File: src/rtl/regfile_wb_arbiter.sv
// Register-file write-port controller: round-robin arbitration among writeback
// requesters, a registered write stage, and a busy scoreboard for decode stalls.
module regfile_wb_arbiter #(
  parameter int DATA_WIDTH    = 32,
  parameter int ADDRESS_WIDTH = 5,
  parameter int NUM_REGS      = 32,
  parameter int NUM_REQ       = 2
) (
  input  logic                             clk,
  input  logic                             rst,
  input  logic [NUM_REQ-1:0]               req_valid,
  input  logic [NUM_REQ*ADDRESS_WIDTH-1:0] req_addr,
  input  logic [NUM_REQ*DATA_WIDTH-1:0]    req_data,
  output logic [NUM_REQ-1:0]               req_ready,
  input  logic                             iss_valid,
  input  logic [ADDRESS_WIDTH-1:0]         iss_rd,
  output logic                             RegWrite,
  output logic [ADDRESS_WIDTH-1:0]         RegWriteAddress,
  output logic [DATA_WIDTH-1:0]            RegWriteData,
  output logic [NUM_REGS-1:0]              busy
);

  localparam int PTR_W = $clog2(NUM_REQ);

  logic [PTR_W-1:0]         rrPtr;
  logic [PTR_W-1:0]         rrPtrNext;
  logic [PTR_W-1:0]         grantIdx;
  logic                     grantValid;
  logic [ADDRESS_WIDTH-1:0] reqAddrArr [NUM_REQ];
  logic [DATA_WIDTH-1:0]    reqDataArr [NUM_REQ];
  logic [ADDRESS_WIDTH-1:0] grantAddr;
  logic [DATA_WIDTH-1:0]    grantData;
  logic [NUM_REGS-1:0]      busyReg;
  logic [NUM_REGS-1:0]      busyNext;

  generate
    for (genvar gi = 0; gi < NUM_REQ; gi++) begin : gUnpack
      assign reqAddrArr[gi] = req_addr[gi*ADDRESS_WIDTH +: ADDRESS_WIDTH];
      assign reqDataArr[gi] = req_data[gi*DATA_WIDTH +: DATA_WIDTH];
    end
  endgenerate

  function automatic logic [PTR_W-1:0] wrapAdd(input logic [PTR_W-1:0] base, input int off);
    int sum;
    sum = int'(base) + off;
    if (sum >= NUM_REQ) sum = sum - NUM_REQ;
    return PTR_W'(sum);
  endfunction

  // First valid requester at or after rrPtr, with wrap; nothing is granted in reset.
  always_comb begin
    grantValid = 1'b0;
    grantIdx   = '0;
    for (int off = 0; off < NUM_REQ; off++) begin
      if (!grantValid && req_valid[wrapAdd(rrPtr, off)]) begin
        grantValid = 1'b1;
        grantIdx   = wrapAdd(rrPtr, off);
      end
    end
    if (rst) grantValid = 1'b0;
  end

  always_comb begin
    req_ready = '0;
    if (grantValid) req_ready[grantIdx] = 1'b1;
  end

  assign grantAddr = reqAddrArr[grantIdx];
  assign grantData = reqDataArr[grantIdx];
  assign rrPtrNext = wrapAdd(grantIdx, 1);

  // Output stage drains every cycle, so a grant is never back-pressured.
  always_ff @(posedge clk) begin
    if (rst) begin
      rrPtr           <= '0;
      RegWrite        <= 1'b0;
      RegWriteAddress <= '0;
      RegWriteData    <= '0;
    end else if (grantValid) begin
      rrPtr           <= rrPtrNext;
      RegWrite        <= (grantAddr != '0);
      RegWriteAddress <= grantAddr;
      RegWriteData    <= grantData;
    end else begin
      RegWrite        <= 1'b0;
    end
  end

  // Set beats clear: a re-issue of the same rd means a newer producer is pending.
  assign busyNext[0] = 1'b0;
  generate
    for (genvar gi = 1; gi < NUM_REGS; gi++) begin : gBusy
      assign busyNext[gi] = (iss_valid && iss_rd == ADDRESS_WIDTH'(gi)) ||
                            (busyReg[gi] && !(RegWrite && RegWriteAddress == ADDRESS_WIDTH'(gi)));
    end
  endgenerate

  always_ff @(posedge clk) begin
    if (rst) busyReg <= '0;
    else     busyReg <= busyNext;
  end

  assign busy = busyReg;

endmodule
File: config.mk
export PLATFORM = sky130hd
export DESIGN_NAME = regfile_wb_arbiter
export DESIGN_NICKNAME = d
export VERILOG_FILES = /design/src/rtl/regfile_wb_arbiter.sv
export SDC_FILE = /design/constraint.sdc
export NUM_CORES = 1
export LEC_CHECK = 0
export CORE_UTILIZATION = 40
export CTS_CLUSTER_DIAMETER = 200
export DETAILED_ROUTE_END_ITERATION = 12
export PLACE_DENSITY = 0.78
export SYNTH_ARGS = -nofsm -noshare
export SYNTH_HDL_FRONTEND = slang
export SYNTH_SLANG_ARGS = --single-unit
File: constraint.sdc
create_clock -name clk -period 1.8 [get_ports clk]
set_clock_uncertainty 0.15 [all_clocks]
set_input_delay 0.27 -clock clk [delete_from_list [all_inputs] [get_ports clk]]
set_output_delay 0.27 -clock clk [all_outputs]
set_load 0.05 [all_outputs]
# Yosys cells after proc, flatten, opt, wreduce, memory -nomap -nowiden
# Index checks and enable logic that the tools add are counted.
totals:
  register_bits: 71
  inputBits: 84
  out_inout_bits: 72
  wordCells: 264
op_classes:
  addsub: 5
  magnitude_cmp: 8
  eq_ne: 62
  mux: 21
  bitwise_logic: 2
  reduce_logical: 160
op_table:
  columns: ["operator", "n"]
  rows:
  - ["== test 5 bit, second input constant", 32]
  - ["2-to-1 mux 32 bit", 3]
  - ["logical AND 1 bit", 95]
  - ["== test 5 x 4 -> 1 bit, second input constant", 16]
  - ["== test 5 x 3 -> 1 bit, second input constant", 8]
  - ["logical NOT 1 bit", 32]
  - ["logical OR 1 bit", 31]
  - ["== test 5 x 2 -> 1 bit, second input constant", 4]
  - ["2-to-1 mux 5 bit", 3]
  - ["2-to-1 mux 1 bit", 13]
  - ["== test 5 x 1 -> 1 bit, second input constant", 2]
  - ["greater-or-equal comparator 2 bit, second input constant", 3]
  - ["less-than comparator 1 x 2 -> 1 bit, second input constant", 3]
  - ["nonzero test 5 bit", 1]
  - ["adder 1 x 1 -> 2 bit, second input constant", 2]
  - ["subtractor 1 bit, second input constant", 3]
  - ["greater-or-equal comparator 1 x 2 -> 1 bit, second input constant", 1]
  - ["2-to-1 mux 2 bit", 1]
  - ["NOT 1 -> 2 bit", 1]
  - ["OR reduction 2 bit", 1]
  - ["demux 1 bit (select 1 bit)", 1]
  - ["greater-or-equal comparator 1 bit, second input constant", 1]
  - ["NOT 1 bit", 1]

# Longest topological paths before layout
depth:
  word_depth: 13
  mapped_depth: 5
  mapped_depth_nobuf: 3

# Least setup slack after synthesis
# Ideal clock, no wire load.
synth_path:
  kind: "input to output"
  start: "input port rst"
  end: "output port req_ready[1]"
  t_arrival_ns: 1.726
  required_ns: 1.380
  setup_slack_ns: -0.346
  stages: 3
  n_path_buf: 2
  cell_sequence: "clkbuf_1 -> clkbuf_1 -> nor3_1"
synth_via:
  elab_chain_len: 2
synth_lines:
  columns: ["item", "line", "text"]
  rows:
  - ["from (decl)", "10", "input logic rst,"]
  - ["2-to-1 mux 1 bit", "60", "if (rst) grantValid = 1'b0;"]
  - ["2-to-1 mux 2 bit", "65", "if (grantValid) req_ready[grantIdx] = 1'b1;"]
  - ["to (decl)", "14", "output logic [NUM_REQ-1:0] req_ready,"]
# Every way passes these cells.

# Final worst setup path
layout_path:
  start: "input port req_valid[1]"
  end: "output port req_ready[1]"
layout_via:
  elab_chain_len: 11
  word_cells_on_any_way: 17
  classes_between: "order compare: 2; mux: 12; reduce/logical: 3"
layout_lines:
  columns: ["item", "line", "text"]
  rows:
  - ["from (decl)", "11", "input logic [NUM_REQ-1:0] req_valid,"]
  - ["2-to-1 mux 1 bit (implied by the code) (2 in a row)", "55", "if (!grantValid && req_valid[wrapAdd(rrPtr, off)]) begin"]
  - ["2-to-1 mux 1 bit", "55", null]
  - ["logical NOT 1 bit", "55", null]
  - ["logical AND 1 bit", "55", null]
  - ["2-to-1 mux 1 bit", "55", null]
  - ["less-than comparator 1 x 2 -> 1 bit (implied by the code) or greater-or-equal comparator 1 bit (tied branches)", "65", null]
  - ["logical AND 1 bit (implied by the code)", "65", null]
  - ["2-to-1 mux 1 bit (implied by the code)", "65", null]
  - ["demux 1 bit (select 1 bit)", "65", null]
  - ["2-to-1 mux 2 bit (*)", "65", null]
# Every way passes the cells marked *; elsewhere a longest branch is shown, timed or not. The select of a mux whose other input is x is not followed.

==> impl_results.md <==
* Total number of vias at 3,605
* CP max stage delay at 0.53 ns
* DR vias/cell at 5.563
* Maximum vdd drop at 0.0005202 V
* Setup TNS at 0 ns
* Largest net degree at the start of global routing at 30
* Primary FF master, synth: dfxtp_1
* IO Port Bufs at 154
* Row cnt at 33
* Relative slew margins at 66.14%
* Biggest area consumer among synthesized cells: dfxtp_1
* Reg clk slew, reported paths at 0.08 ns
* Max stage delay cell, worst path: clkdlybuf4s50_1
* Drt wl/cell at 16.60 um
* Share of the synthesized area in the top cell type at 40.88%
* Initial antenna violation count at 0
* Fill count at 699
* Clock Sinks at 70
* CP startpoint: req_valid[1]
* Vias in the first global route at 3,472
* Post-DRT Antenna Nets at 0
* Max Cap Violations at 0
* Final slew viol count at 0
* WP data required at 1.38 ns
* Sequential element share of the synthesized area at 40.88%
* Core Region at 8258 um^2
* Syn Nets at 463
* First-pass GRT wire length at 16,860 um
* Die Wd at 94.58 um
* Clk root buf: clkbuf_8
* Fraction of the cycle the final worst path needs at 95.90%
* Final wirelength at 10,760 um
* Critical path endpoint category: primary output
* Hold Crit Class: primary input to register
* CP delay by family, top: buffers and inverters
* Initial Util at 41.52%
* Layout area overhead at 55.18%
* Die Ht at 94.58 um
* Total gr overflow at 0
* I/O pin cnt at 156
* Iter 0 DRT Violations at 157
* Flop-to-flop setup slack at 0.37 ns
* Top-count cell post-synth: dfxtp_1
* Worst skew pair latency at 0.34 ns
* P per Cell Area at 837.7 nW/um^2
* FF+latch area at 1403 um^2
* Syn Area/Cell at 9.046 um^2
* DRT Pass-1 Iters at 4
* GPL Wtd Cong at 0.9022
* CTS tree: built
* Worst-Margin Slew at 0.5079 ns
* RSZ-0062 raised after global routing: no
* Arrival time worst endpoint at 1.31 ns
* Clock Path Buffers at 2
* DIE AREA at 8945 um^2
* Final nets at 622
* Crit-path max FO at 7
* EDFF count, synth at 0
* Post-synth top cells: dfxtp_1, a21oi_1, o21ai_0
* Leakage power total at 0.002037 uW
* Min Clock Period, post-route at 1.726 ns
* Unique cell type count in the Yosys netlist at 40
* Mapped Cells at 379
* # DRC at 0
* H-tree depth at 3
* CP Cell Sequence: clkdlybuf4s50_1 -> inv_2 -> nor3_4 -> buf_12
* GRT Overall Usage at 24.26%
* FMAX at 579.3 MHz
* #FFs+latches synth at 70
* Outcome: completed
* CP startpoint kind: primary input
* R2r startpoint: RegWriteAddress[2]
* Placement Setup Slack at -0.05789 ns
* Area contributors post-synth: dfxtp_1, mux2i_1, a2111oi_1, nor3b_1, a21oi_1
* Bufs and invs on worst path at 3
* Mapped Area at 3428 um^2
* Final worst slack at 0.07383 ns
* Fraction of layout instances using a drive strength above 1 at 23.02%
* HP Start: rst
* Setup violations, final at 0
* Antenna diodes at 0
* Multi-input logic area at 1837 um^2
* DP HPWL at 7884 um
* Hold_buf cts at 0
* Fin. Hold Viols at 0
* Asr flop ratio synth at 0%
* TritonCTS Buffers at 9
* Critical path class: primary input to primary output
* YS warnings at 0
-- metrics by stage --
stage | instances | cell area [um^2] | util (%) | power (uW) | hold slack [ns]
CTS | 648 | 5314 | 64.35 | 4494 | 0.1146
floorplan | 379 | 3436 | - | 2324 | 0.2369
detailed placement | 632 | 5039 | 61.02 | 2804 | 0.3173
global placement | 632 | 5039 | 61.02 | 2786 | 0.3143
global route | 648 | 5320 | 64.42 | 4643 | 0.1431
finish | 648 | 5320 | 64.42 | 4457 | 0.1391
-- placed cells by master, fill, tap and decap left out, drive strengths merged, types with 3 or more instances in the layout --
cell | synthesis | routed
buf | 19 | 101
clkdlybuf4s50 | 0 | 81
dfxtp | 70 | 70
a21oi | 37 | 37
o21ai | 36 | 36
nand2 | 32 | 32
nor3 | 29 | 29
mux2i | 27 | 27
nor3b | 27 | 27
a2111oi | 27 | 27
clkbuf | 15 | 9
nor2 | 7 | 7
a32oi | 6 | 6
nand3b | 5 | 5
nand3 | 4 | 4
a311oi | 4 | 4
bufinv | 0 | 4
nor2b | 4 | 4
and4bb | 3 | 3
nand2b | 3 | 3
nand4bb | 3 | 3
and4b | 3 | 3
nand4b | 3 | 3
-- timing repair --
item                       CTS  global route
setup endpoints to repair    2             1
setup buffers                0             0
pin swaps                    0             0
gates resized for setup      2             2
gates cloned                 0             0
-- cells by family after synthesis --
family	Yosys count	share of synthesized area, %
mux	27	7.883
other cells	1	0.1094
compound gates	113	21.68
buf+inv	35	6.168
flops	70	40.88
simple gates	133	23.29
-- power breakdown --
part	switching [uW]	internal, uW
Clock	614	1070
Combinational	627	472
Sequential	47.0	1630
Total	1290	3170
-- path summary, 6_finish.rpt --
| path | depth (start not counted) | end |
|---|---|---|
| worst max register to register | 3 | busy[17] |
| worst max-delay path | 4 | req_ready[1] |
| worst min register to register | 2 | busy[13] |
| worst min-delay path | 2 | RegWriteData[25] |
-- registers in the layout, indices dropped and copies added, names as in the netlist --
| register | flops |
|---|---|
| busy | 31 |
| RegWriteData | 32 |
| RegWrite | 1 |
| rrPtr | 1 |
| RegWriteAddress | 5 |
-- worst register-to-register path, cell delays in order (launching register included) --
cell and delay (ns):
dfxtp_1 0.41, or2_0 0.45, o21ai_0 0.20, a21oi_1 0.16
-- per-layer routing --
metal  share of wire (%)  wire (um)  track usage (%)
met1                  42       4571            30.26
met2                  50       5375            41.91
met3                 5.7        618            4.509
met4                 1.8        196            8.207
met5                   0          0                0
-- final cells by class --
| cell class | count | share of cell area (%) |
|---|---|---|
| Sequential cell | 70 | 26.36 |
| Inverter | 1 | 0.07056 |
| Timing Repair Buffer | 182 | 31.51 |
| Tap cell | 105 | 2.469 |
| Clock inverter | 7 | 2.728 |
| Clock buffer | 9 | 2.328 |
| Multi-Input combinational cell | 274 | 34.52 |
No activity file was read; power rests on OpenSTA's default activity.
